==> config.mk <==
export PLATFORM = sky130hd
export DESIGN_NAME = prio_seg_scan
export DESIGN_NICKNAME = d
export VERILOG_FILES = /design/src/rtl/prio_seg_scan.sv
export SDC_FILE = /design/constraint.sdc
export NUM_CORES = 1
export LEC_CHECK = 0
export BUFFER_PORTS_ARGS = -buffer_cell sky130_fd_sc_hd__buf_4
export CAP_MARGIN = 0
export CORE_UTILIZATION = 60
export CTS_BUF_LIST = sky130_fd_sc_hd__clkbuf_4
export CTS_CLUSTER_DIAMETER = 100
export DETAILED_ROUTE_END_ITERATION = 12
export PLACE_DENSITY = 0.82
export SYNTH_ARGS = -nofsm -noshare
export SYNTH_HDL_FRONTEND = slang
export SYNTH_SLANG_ARGS = --single-unit
==> constraint.sdc <==
create_clock -name clk -period 2.69 [get_ports clk]
set_input_delay 0.538 -clock clk [delete_from_list [all_inputs] [get_ports clk]]
set_output_delay 0.538 -clock clk [all_outputs]
set_load 0.02 [all_outputs]
==> src/rtl/prio_seg_scan.sv <==
// Priority encoder over a request vector. The captured MSB index is shown on a
// multiplexed active-low 7-segment display, in decimal or hexadecimal.
module prio_seg_scan #(
  parameter int unsigned IN_W     = 8,
  parameter int unsigned NDIGITS  = 2,
  parameter int unsigned SCAN_DIV = 1000,
  localparam int unsigned IW      = (IN_W > 1) ? $clog2(IN_W) : 1
) (
  input  logic               clk,
  input  logic               rst,
  input  logic [IN_W-1:0]    in_bits,
  input  logic               sample,
  input  logic               hex_mode,
  output logic [IW-1:0]      idx,
  output logic               valid,
  output logic [6:0]         seg,
  output logic [NDIGITS-1:0] an
);

  localparam int unsigned PW = (NDIGITS > 1) ? $clog2(NDIGITS) : 1;

  localparam logic [6:0] SEG_BLANK = 7'b1111111;
  localparam logic [6:0] SEG_DASH  = 7'b1111110;

  // Integer power, used to build per-digit divisors at elaboration time.
  function automatic int unsigned pow_u(input int unsigned b, input int unsigned e);
    int unsigned r;
    r = 1;
    for (int unsigned i = 0; i < e; i++) r = r * b;
    return r;
  endfunction

  // Hex nibble to active-low segment pattern (bit6 = a ... bit0 = g).
  function automatic logic [6:0] glyph(input logic [3:0] v);
    logic [6:0] s;
    case (v)
      4'h0: s = 7'b0000001;
      4'h1: s = 7'b1001111;
      4'h2: s = 7'b0010010;
      4'h3: s = 7'b0000110;
      4'h4: s = 7'b1001100;
      4'h5: s = 7'b0100100;
      4'h6: s = 7'b0100000;
      4'h7: s = 7'b0001111;
      4'h8: s = 7'b0000000;
      4'h9: s = 7'b0000100;
      4'hA: s = 7'b0001000;
      4'hB: s = 7'b1100000;
      4'hC: s = 7'b0110001;
      4'hD: s = 7'b1000010;
      4'hE: s = 7'b0110000;
      default: s = 7'b0111000;
    endcase
    return s;
  endfunction

  logic [IW-1:0]      idx_q,   idx_d;
  logic               valid_q, valid_d;
  logic               hex_q,   hex_d;
  logic [31:0]        cnt_q,   cnt_d;
  logic [PW-1:0]      ptr_q,   ptr_d;
  logic [6:0]         seg_q,   seg_d;
  logic [NDIGITS-1:0] an_q,    an_d;

  logic [IW-1:0]             msb_idx;
  logic [31:0]               idx_ext;
  logic [NDIGITS-1:0][3:0]   dig_val;
  logic [NDIGITS-1:0]        dig_blank;
  logic [3:0]                cur_val;
  logic                      cur_blank;
  logic                      wrap;

  // Index of the most-significant set request bit; zero when none are set.
  always_comb begin
    msb_idx = '0;
    for (int unsigned i = 0; i < IN_W; i++) begin
      if (in_bits[i]) msb_idx = IW'(i);
    end
  end

  assign idx_ext = 32'(idx_q);

  // Per-digit value and leading-zero blanking for both radices.
  for (genvar k = 0; k < NDIGITS; k++) begin : g_dig
    localparam int unsigned P10 = pow_u(10, k);
    localparam int unsigned P16 = pow_u(16, k);
    logic [3:0] dec_v;
    logic [3:0] hex_v;
    assign dec_v = 4'((idx_ext / P10) % 32'd10);
    assign hex_v = 4'((idx_ext / P16) % 32'd16);
    assign dig_val[k] = hex_q ? hex_v : dec_v;
    if (k == 0) begin : g_lsd
      assign dig_blank[k] = 1'b0;
    end else begin : g_upper
      assign dig_blank[k] = idx_ext < (hex_q ? P16 : P10);
    end
  end

  // Select the digit addressed by the scan pointer.
  always_comb begin
    cur_val   = '0;
    cur_blank = 1'b0;
    for (int unsigned k = 0; k < NDIGITS; k++) begin
      if (ptr_q == PW'(k)) begin
        cur_val   = dig_val[k];
        cur_blank = dig_blank[k];
      end
    end
  end

  // Next-state: capture on sample, scan counter/pointer, display registers.
  always_comb begin
    idx_d   = idx_q;
    valid_d = valid_q;
    hex_d   = hex_q;
    cnt_d   = cnt_q + 32'd1;
    ptr_d   = ptr_q;
    wrap    = 1'b0;

    if (sample) begin
      idx_d   = msb_idx;
      valid_d = |in_bits;
      hex_d   = hex_mode;
    end

    if (cnt_q == 32'(SCAN_DIV - 1)) begin
      cnt_d = '0;
      wrap  = 1'b1;
    end

    if (wrap) begin
      ptr_d = (ptr_q == PW'(NDIGITS - 1)) ? '0 : ptr_q + PW'(1);
    end

    an_d = ~(NDIGITS'(1) << ptr_q);

    if (!valid_q)       seg_d = SEG_DASH;
    else if (cur_blank) seg_d = SEG_BLANK;
    else                seg_d = glyph(cur_val);
  end

  // State registers with synchronous reset taking priority over sample.
  always_ff @(posedge clk) begin
    if (rst) begin
      idx_q   <= '0;
      valid_q <= 1'b0;
      hex_q   <= 1'b0;
      cnt_q   <= '0;
      ptr_q   <= '0;
      seg_q   <= SEG_BLANK;
      an_q    <= '1;
    end else begin
      idx_q   <= idx_d;
      valid_q <= valid_d;
      hex_q   <= hex_d;
      cnt_q   <= cnt_d;
      ptr_q   <= ptr_d;
      seg_q   <= seg_d;
      an_q    <= an_d;
    end
  end

  assign idx   = idx_q;
  assign valid = valid_q;
  assign seg   = seg_q;
  assign an    = an_q;

endmodule

* After elaboration in Yosys (flattened, before gate mapping) *
Memory sizes are Yosys's and may differ from the RTL's.
Index checks and enable logic that the tools add are counted.

operators by class
  add/subtract/negate cells = 2
  div/mod/pow operators = 3
  magnitude comparators = 1
  equal/unequal tests = 1
  shift operators = 1
  multiplexer cells = 16
  bitwise operators = 2
  reduce and logical (&&, ||, !) cells = 3

operators by type and width
  operator                                          count
  adder 32 x 1 -> 32 bit (second input constant)    1
  divider 3 x 4 -> 32 bit (second input constant)   1
  == test 32 x 10 -> 1 bit (second input constant)  1
  modulo 3 x 4 -> 32 bit (second input constant)    1
  modulo 32 x 4 -> 32 bit (second input constant)   1
  two-way mux 3 bit                                 4
  two-way mux 4 bit                                 3
  OR reduction 8 bit                                1
  two-way mux 1 bit                                 6
  less-than comparator 3 x 5 -> 1 bit               1
  two-way mux 5 bit                                 1
  two-way mux 2 bit                                 2
  OR reduction 3 bit                                1
  NOT 2 bit                                         1
  OR reduction 2 bit                                1
  left shift 1 x 1 -> 2 bit (first input constant)  1
  adder 1 bit (second input constant)               1
  NOT 1 bit                                         1

word-level totals
  register bits after elaboration = 47
  bits in read-only memories = 112
  bits of input ports = 12
  output and inout bits = 13
  logic and storage cells = 38
  memories = 1

memories
  memory           depth  bits a word  read ports  clocked after Yosys merged registers in  write ports  RTL line  text
  (no name shown)  16     7            1           0                                        0            36        case (v)

* Depth between registers and ports, before layout *
Gate-level depths: netlist of run 1.

  depth in word-level cells = 7
  gate-level depth with buffers = 7

* Least setup slack after synthesis of run 1 *
No wires, ideal clock.

  path type = register -> register
  from = reg cnt_q[9]
  to = reg cnt_q[28]
  setup time = 0.071 ns
  data arrival time = 1.799 ns
  path slack = 0.821 ns
  cell stages (with the launch flop) = 6
  clock period less this slack = 1.869 ns
  cells stage by stage = dfxtp_1 nand3_2 or4_1 buf_2 or4_1 a21oi_1

between the ends
  cells in the longest elaborated chain, start to end = 2
  elaborated cells between the ends (all ways) = 3

ends and longest elaborated chain
  what                                                            RTL line  text
  start: declaration                                              60        logic [31:0] cnt_q, cnt_d;
  start signal: assignment                                        156       cnt_q <= cnt_d;
  branches (longest 2 deep; another with adder 32 x 1 -> 32 bit)  --

Several ways; the timed one is not identified.
A chain may end at the register's enable or synchronous reset.

* Worst setup path after layout of run 1 *
  from = reg cnt_q[9]
  to = reg cnt_q[24]

The elaborated chain is that of the path after synthesis.

==> impl_results.md, run 1 <==
* Top layer in use: met4
* Post-Synth Adder-Cell Area at 4.15%
* Via density at 5.86
* Critical Path End: cnt_q[24]
* Initial antenna violation count at 0
* Starting Density at 62.8%
* Ys flop type: dfxtp_1
* FP Rows at 21
* Fin crit period at 2.27 ns
* Syn nets at 263
* Layout Area Growth over Synthesis at 14.6%
* R2R depth at 4
* Worst VDD drop at 0.310 mV
* Number of port buffers at 23
* XOR/XNOR Fraction of Synth Area at 5.81%
* CP Class: flip-flop to flip-flop
* # Max-Cap Violations at 0
* Finish-stage setup viols at 0
* R2r setup slk at 0.42 ns
* Global-route wire length before repair at 6780 um
* Die X at 61.3 um
* CTS tree: yes
* Register share of total power at 58.4%
* Net Sw Power at 0.282 mW
* CP startpoint kind: flip-flop
* Final instance area at 2420 um^2
* Distinct cell type count after synthesis at 33
* Routed wl met2 at 1870 um
* Pwr dens at 502 nW/um^2
* Clock Skew at 0.0114 ns
* First-pass DRT Iterations at 4
* R2r endpoint: cnt_q[24]
* Cts bufs inserted at 5
* Max Freq at 0.441 GHz
* Hold_ws at 0.372 ns
* H-tree Lvls at 2
* Worst reg2reg startpoint: cnt_q[9]
* Clock transition time at the flip-flop clock pins of the worst setup and hold paths at 0.13 ns
* Area contributors post-synth: dfxtp_1 (44%), nor2_1 (4.4%), or4_1 (4.3%)
* Ys Warns at 0
* Filler instances at 281
* Insertion delay to the later sink of the worst-skew pair at 0.36 ns
* Cell Area, Synth at 2110 um^2
* CP dominant cell by count: or4_1
* N_diodes at 0
* Synth area leader: dfxtp_1
* Internal at 0.932 mW
* Crit share post-route at 84.3%
* Die extent in y at 61.3 um
* Hold crit path type: input port to flip-flop
* Worst setup path startpoint: cnt_q[9]
* Combinational share of power at 8.1%
* Final Max Slew Viols at 0
* Commonest non-fill, non-tap cell in the layout: dfxtp_1
* DRT met1 WL at 2080 um
* Total Wirelength at 4160 um
* Die ar. at 3760 um^2
* Hold path cells at 2
* Largest net degree at the start of global routing at 33
* Cell count after synthesis at 244
* NumNets Final at 288
* Core Area at 3360 um^2
* Routed Antenna Nets at 0
* Worst Path Required at 2.99 ns
* WP depth at 4
* Share of the synthesized area in the top cell type at 43.6%
* Post-DR wirelength/cell at 13.2 um
* EDFF count, synth at 0
* Vias in the first global route at 1,533
* Post-CTS Resized at 0
* WP buf/inv at 0
* Drt first-iter violations at 137
* Critical Path Fanout Max at 18
* Non-filler cells, final at 316
* Placed Area at 2340 um^2
* Yosys reg bits at 46
* Synth Area in Compound Gates at 14.0%
* Multiplexer area fraction after synthesis at 0.474%
* Hold-fix buffers, CTS at 0
* Status: complete, no violations
* Ys async rst share at 0%
* Crit path cell chain: nand3_2 > or4_1 > or4_1 > a21oi_1
* Share of layout cells above drive strength 1 at 14.4%
* Final core utilization at 71.9%
* Sw frac at 23.2%
* Rel. slew slack at 61.7%
* Avg Cell Area, Syn at 8.65 um^2
* Met3 Routed Length at 167 um
* Hold Fails Final Rpt at 0
* HPWL Detailed at 2920 um
* Most frequent cells in the layout: dfxtp_1 (46), nor2_1 (25), buf_4 (25)
* RSZ-0062 raised after global routing: no
* CP max stage delay at 0.82 ns
* Leak at 0.839 nW
* CP arrival at 2.57 ns
* Bufs on Longest Clock Path at 2
* I/O pin total at 25
* Residual DRC count at 0
* Vias at 1,851
* Post-CTS Setup Repair Bufs at 0
* Clock share of power at 33.5%
* Least-Margin Pin Slew at 0.569 ns
* Critical Path Slowest Stage Cell: or4_1
* Clock Tree Root: clkbuf_4
* Critical path endpoint category: flip-flop
* CP top delay family: simple AND/OR/NAND/NOR gates
* Combinational family with the most area after synthesis: simple AND/OR/NAND/NOR gates
* Sequential-to-total area share from yosys stat at 43.6%
* GRT Total Usage at 24.2%
* Post-route setup TNS at 0 ns
* Clock sinks at 46
* Gr ovfl total at 0
* DP Cell Count at 308
* Gpl congestion at 0.794
* Post-synthesis simple-gate area fraction at 28.5%
cell usage after synthesis (all sizes together), types with 9 or more instances:
master / instances
a21oi: 17
nor4: 9
nand4: 14
o31ai: 11
nor2: 25
inv: 12
nand2: 15
dfxtp: 46
o21ai: 11
or4: 12
nand3: 11
worst register-to-register path, cell delays in order, from the launching register on:
cell	delay [ns]
dfxtp_1	0.46
nand3_2	0.17
or4_1	0.82
or4_1	0.60
a21oi_1	0.17
how the worst min path moves through the flow:
stage           from      to  slack, ns
2_1_floorplan  ptr_q   an[1]       0.40
3_3_place_gp   ptr_q   an[1]       0.43
3_5_place_dp   ptr_q   an[1]       0.44
4_1_cts          rst  idx[0]       0.37
5_1_grt          rst   valid       0.36
6_report         rst  idx[0]       0.37
power by group through the flow:
stage	clock, mW	combinational [mW]	sequential [mW]
finish	0.408	0.0981	0.709
global route	0.440	0.110	0.712
CTS	0.413	0.0989	0.709
detailed placement	0	0.0980	0.724
global placement	0	0.0961	0.724
floorplan	0	0.0425	0.735
per-stage QoR:
step	total power, mW	setup WS, ns
final	1.21	0.421
after CTS	1.22	0.435
after floorplan	0.777	0.821
after detailed placement	0.822	0.466
after global placement	0.820	0.534
after global routing	1.26	0.278
metal layers:
layer  vias up  GRT usage, %
li1        954             -
met1       854          34.1
met2        37          36.8
met3         6          3.99
met4         0          9.74
met5         -             0
logic make-up (layout without fill, tap and decap cells):
group	count (synthesis)	after routing
flip-flops	46	46
XOR/XNOR	14	14
buffers and inverters	19	45
AO/OA/AOI/OAI	48	48
multiplexers	1	1
AND/OR/NAND/NOR	109	109
adder cells (fa/ha/maj)	7	7
flip-flops by register name, indices dropped and copies added, names as in the netlist:
| signal | cells |
|---|---|
| idx | 3 |
| valid | 1 |
| an | 2 |
| ptr_q | 1 |
| seg | 7 |
| cnt_q | 32 |
area by class of cell:
| class | instances | area [um^2] | share of cell area (%) |
|---|---|---|---|
| multi-input combinational | 179 | 1130 | 46.7 |
| sequential | 46 | 921 | 38.1 |
| timing repair buffer | 25 | 188 | 7.76 |
| tap | 46 | 57.6 | 2.38 |
| inverter | 12 | 45.0 | 1.86 |
| clock inverter | 3 | 40.0 | 1.66 |
| clock buffer | 5 | 37.5 | 1.55 |
Note: power is estimated with default switching activity, not from simulation.
==> inputs of run 2 (changes only) <==
- CORE_UTILIZATION: 60 -> 54
- PLACE_DENSITY: 0.82 -> 0.78
- clock period: 2.69 -> 2 ns (I/O delays scaled with it)
==> run 2 against run 1 <==
  * Worst setup slack worse by 0.36 ns
  * Combinational power up 43%
  * Sequential share of layout area down 2.0 points
  * Clock skew up 0.0012 ns
  * Clock power down 4.9%
  * Largest power group unchanged
==> impl_results.md, run 2 (synthesis results as in run 1) <==
* Commonest non-fill, non-tap cell in the layout: buf_4
* Number of port buffers at 23 (unchanged)
* Die extent in y at 64.5 um (+5.2%)
* CP dominant cell by count: or4_1
* Clock transition time at the flip-flop clock pins of the worst setup and hold paths at 0.13 ns (about the same)
* Hold-fix buffers, CTS at 0 (unchanged)
* Max reg flops at 32 (unchanged)
* CP startpoint kind: flip-flop
* Total Wirelength at 4470 um (+7.4%)
* Vias at 1,933 (+4.4%)
* Bufs on Longest Clock Path at 2 (unchanged)
* Initial antenna violation count at 0 (unchanged)
* Worst Path Required at 2.30 ns (-0.69 ns)
* Hold_ws at 0.238 ns (-0.133 ns)
* Routed Antenna Nets at 0 (unchanged)
* Max Freq at 0.516 GHz (+17%)
* Cts bufs inserted at 5 (unchanged)
* Layout Area Growth over Synthesis at 21.6%
* Leak at 0.929 nW (+11%)
* FP Rows at 22 (+4.8%)
* Residual DRC count at 0 (unchanged)
* Clock sinks at 46 (unchanged)
* Crit share post-route at 96.9% (+13 points)
* Gr ovfl total at 0 (unchanged)
* CTS tree: yes
* Die ar. at 4160 um^2 (+11%)
* Final Max Slew Viols at 0 (unchanged)
* I/O pin total at 25 (unchanged)
* Clock Skew at 0.0125 ns (+0.00116 ns)
* Gpl congestion at 0.819 (+3.2%)
* Insertion delay to the later sink of the worst-skew pair at 0.35 ns (about the same)
* Hold Fails Final Rpt at 0 (unchanged)
* Starting Density at 56.8% (-6.0 points)
* CP arrival at 2.24 ns (-0.33 ns)
* Final core utilization at 69.1% (-2.9 points)
* Die X at 64.5 um (+5.2%)
* CP Class: flip-flop to flip-flop
* Via density at 5.75 (-1.8%)
* Rel. slew slack at 60.3% (-1.4 points)
* Share of layout cells above drive strength 1 at 21.5% (+7.1 points)
* # Max-Cap Violations at 0 (unchanged)
* Global-route wire length before repair at 7890 um (+16%)
* Clock Tree Root: clkbuf_4
* Worst VDD drop at 0.471 mV (+52%)
* Fin crit period at 1.94 ns (-0.332 ns)
* Crit path cell chain: nand4_1 > or4_1 > buf_6 > or4_1 > a21oi_2
* Finish-stage setup viols at 0 (unchanged)
* Critical Path Fanout Max at 18 (unchanged)
* HPWL Detailed at 3260 um (+12%)
* GRT Total Usage at 24.1% (-0.080 points)
* N_diodes at 0 (unchanged)
* H-tree Lvls at 2 (unchanged)
* Critical path endpoint category: flip-flop
* Drt first-iter violations at 171 (+25%)
* Largest Register: cnt_q
* Vias in the first global route at 1,868 (+22%)
* Hold crit path type: input port to flip-flop
* Status: complete, no violations
* Most frequent cells in the layout: buf_4 (43), dfxtp_1 (42), nor2_1 (25)
* Core Area at 3720 um^2 (+10%)
* NumNets Final at 308 (+6.9%)
* CP max stage delay at 0.56 ns (-0.26 ns)
* Filler instances at 300 (+6.8%)
* Critical Path Slowest Stage Cell: or4_1
* Largest net degree at the start of global routing at 33 (unchanged)
* First-pass DRT Iterations at 5 (+1)
* Pwr dens at 578 nW/um^2 (+15%)
* Least-Margin Pin Slew at 0.590 ns (+0.0205 ns)
* Post-DR wirelength/cell at 13.3 um (+0.99%)
run 2: timing repair:
| item | 4_1_cts | 5_1_grt |
|---|---|---|
| endpoints found under the setup margin | 0 | 33 |
| buffers inserted | 0 | 2 |
| gates resized for setup | 0 | 7 |
run 2: per-stage QoR:
stage / std cells / setup WS (ns) / TNS (ns) / cell area, um^2 / total power, mW
global route: 336 / -0.0254 / -0.0254 / 2570 / 1.55
finish: 336 / 0.0626 / 0 / 2570 / 1.48
floorplan: 244 / 0.131 / 0 / 2110 / 1.05
CTS: 334 / 0.0185 / 0 / 2530 / 1.49
detailed placement: 328 / 0.0440 / 0 / 2490 / 1.12
global placement: 328 / 0.111 / 0 / 2490 / 1.11
run 2: metal layers:
| layer | vias up | GRT usage (%) | routed length, um | share of wire, % |
|---|---|---|---|---|
| li1 | 990 | - | - | - |
| met1 | 907 | 31.1 | 2190 | 49 |
| met2 | 30 | 39.5 | 2090 | 47 |
| met4 | 0 | 7.50 | 58 | 1.3 |
| met5 | - | 0 | 0 | 0 |
| met3 | 6 | 5.81 | 122 | 2.7 |
run 2: report_power, final:
group / total, mW / internal, mW / switching (mW)
Clock: 0.388 / 0.121 / 0.268
Sequential: 0.954 / 0.937 / 0.0172
Combinational: 0.140 / 0.0645 / 0.0755
run 2: path summary, 6_finish.rpt:
check                 start         to  slack, ns  cells past startpoint
setup / recovery  cnt_q[15]  cnt_q[28]       0.06                      5
setup reg to reg  cnt_q[15]  cnt_q[28]       0.06                      5
hold / removal          rst     idx[0]       0.24                      2
hold reg to reg       ptr_q      an[1]       0.47                      1
run 2: cell type report:
cell class | instances | area [um^2] | share of cell area, %
Clock inverter | 1 | 3.75 | 0.146
Inverter | 12 | 45.0 | 1.76
Multi-Input combinational cell | 179 | 1140 | 44.4
Sequential cell | 46 | 926 | 36.1
Clock buffer | 5 | 37.5 | 1.46
Tap cell | 48 | 60.1 | 2.34
Timing Repair Buffer | 45 | 354 | 13.8
run 2: critical path, delay by kind of cell, from the launching register on:
family	cells	cell delay [ns]
buf+inv	1	0.17
simple gates	3	1.22
compound gates	1	0.15
flops	1	0.35
==> inputs of run 3 (changes only) <==
==> constraint.sdc (replaced) <==
create_clock -name clk -period 2 [get_ports clk]
set_input_delay 0.2 -clock clk [delete_from_list [all_inputs] [get_ports clk]]
set_output_delay 0.2 -clock clk [all_outputs]
set_load 0.02 [all_outputs]
==> run 3 against run 2 <==
  * Non-clock buffer count decreased by 3
  * Via count decreased by 0.98%
  * Combinational power about the same
  * Cell count decreased by 0.30%
  * Die area unchanged
  * Sequential power about the same
  * Clock skew increased by 0.00066 ns
==> impl_results.md, run 3 (synthesis results as in run 1) <==
* Status: complete, no violations
* Grt met2 use at 38.0% (-1.4 points)
* Initial antenna violation count at 0 (unchanged)
* Layout Area Growth over Synthesis at 22.5%
* Final instance area at 2590 um^2 (+0.78%)
* CP Class: flip-flop to flip-flop
* GRT Total Usage at 24.3% (+0.21 points)
* Critical Path Fanout Max at 18 (unchanged)
* Global-route wire length before repair at 7790 um (-1.3%)
* Via density at 5.71 (-0.69%)
* Starting Density at 56.8% (unchanged)
* RSZ-0062 raised after global routing: no
* Clock transition time at the flip-flop clock pins of the worst setup and hold paths at 0.13 ns (about the same)
* Drt first-iter violations at 161 (-5.8%)
* Critical path endpoint category: flip-flop
* Leak at 0.937 nW (+0.90%)
* FP Rows at 22 (unchanged)
* CP max stage delay at 0.53 ns (-0.03 ns)
* H-tree Lvls at 2 (unchanged)
* Clock Tree Root: clkbuf_4
* CP arrival at 2.20 ns (-0.04 ns)
* Insertion delay to the later sink of the worst-skew pair at 0.36 ns (about the same)
* # Max-Cap Violations at 0 (unchanged)
* Die ar. at 4160 um^2 (unchanged)
* R2R depth at 5 (unchanged)
* Hold_ws at 0.0246 ns (-0.214 ns)
* I/O pin total at 25 (unchanged)
* Finish-stage setup viols at 0 (unchanged)
* Number of port buffers at 23 (unchanged)
* Die extent in y at 64.5 um (unchanged)
* First-pass DRT Iterations at 4 (-1)
* Least-Margin Pin Slew at 0.596 ns (+0.00665 ns)
* Worst reg2reg startpoint: cnt_q[14]
* Vias at 1,914 (-0.98%)
* Largest net degree at the start of global routing at 33 (unchanged)
* Max reg flops at 32 (unchanged)
* Critical Path Slowest Stage Cell: or4_4
* R2r endpoint: cnt_q[29]
* Post-DR wirelength/cell at 13.3 um (about the same)
* R2r setup slk at 0.10 ns (+0.04 ns)
* Fin crit period at 1.90 ns (-0.0416 ns)
* CP top delay family: simple AND/OR/NAND/NOR gates
* HPWL Detailed at 3280 um (+0.49%)
* Final Max Slew Viols at 0 (unchanged)
* WP depth at 5 (unchanged)
* Most frequent cells in the layout: dfxtp_1 (43), buf_4 (40), nor2_1 (25)
* Power Total at 1.67 mW (+12%)
* Core Area at 3720 um^2 (unchanged)
* Critical Path End: cnt_q[29]
* Bufs on Longest Clock Path at 2 (unchanged)
* Vias in the first global route at 1,763 (-5.6%)
* M1 GR Usage at 32.7% (+1.6 points)
* Placed Area at 2480 um^2 (-0.60%)
* Hold crit path type: input port to flip-flop
* Worst setup path startpoint: cnt_q[14]
* Max Freq at 0.527 GHz (+2.2%)
* Worst Path Required at 2.31 ns (about the same)
* Routed Antenna Nets at 0 (unchanged)
* Post-place setup slack at 0.0219 ns (-0.0221 ns)
* CTS tree: yes
* Largest Register: cnt_q
* Hold-fix buffers, CTS at 0 (unchanged)
* Commonest non-fill, non-tap cell in the layout: dfxtp_1
* Worst VDD drop at 0.429 mV (-9.0%)
* Clock Skew at 0.0132 ns (+0.000662 ns)
* Total Wirelength at 4450 um (-0.29%)
* Gpl congestion at 0.796 (-2.9%)
* Post-route setup TNS at 0 ns (unchanged)
* Residual DRC count at 0 (unchanged)
* CP startpoint kind: flip-flop
* Crit share post-route at 94.8% (-2.1 points)
* Filler instances at 300 (unchanged)
* Crit path cell chain: nand3_1 > or4_4 > buf_6 > or4_1 > a21oi_1
* N_diodes at 0 (unchanged)
* Hold path cells at 2 (unchanged)
* WP buf/inv at 1 (unchanged)
* Cts bufs inserted at 5 (unchanged)
* Gr ovfl total at 0 (unchanged)
* Pwr dens at 645 nW/um^2 (+12%)
* Final worst setup slack at 0.104 ns (+0.0416 ns)
* NumNets Final at 305 (-0.97%)
* Die X at 64.5 um (unchanged)
* Rel. slew slack at 59.9% (-0.45 points)
* Share of layout cells above drive strength 1 at 21.3% (-0.27 points)
* Met3 Resource Use GR at 5.81% (unchanged)
* GR peak layer: met2
* Clock sinks at 46 (unchanged)
* Hold Fails Final Rpt at 0 (unchanged)
[run 3: metal layers]
metal	up-vias	routed length (um)
met3	8	169
met1	878	2170
met4	0	68
met2	36	2050
met5	-	0
li1	992	-
[run 3: power breakdown]
group	leakage, nW	total [mW]	switching, mW	internal (mW)
clock network	0.0463	0.575	0.282	0.292
registers	0.376	0.951	0.0159	0.935
logic	0.515	0.141	0.0769	0.0638
[run 3: worst min path at each step]
stage                     start      to  slack, ns
after global routing        rst  idx[0]      0.008
final                       rst  idx[1]       0.02
after detailed placement    rst  idx[1]       0.41
after CTS                   rst  idx[1]       0.01
after floorplan             rst  idx[0]       0.27
after global placement      rst  idx[1]       0.41
[run 3: layout make-up]
class	count	area (um^2)	area share (%)
multi-input cells	179	1140	44.1
flip-flops and latches	46	927	35.8
repair buffers	42	332	12.8
well taps	48	60.1	2.32
clock buffers	7	52.6	2.03
inverters	12	45.0	1.74
clock inverters	1	30.0	1.16
[run 3: through the flow]
step,instances,util (%)
3_3_place_gp,326,66.6
3_5_place_dp,326,66.6
5_1_grt,335,69.6
2_1_floorplan,244,-
6_report,335,69.6
4_1_cts,334,68.9
[run 3: what timing repair did]
action,4_1_cts,5_1_grt
gates resized for setup,1,6
setup buffers,0,1
endpoints found under the setup margin,1,32
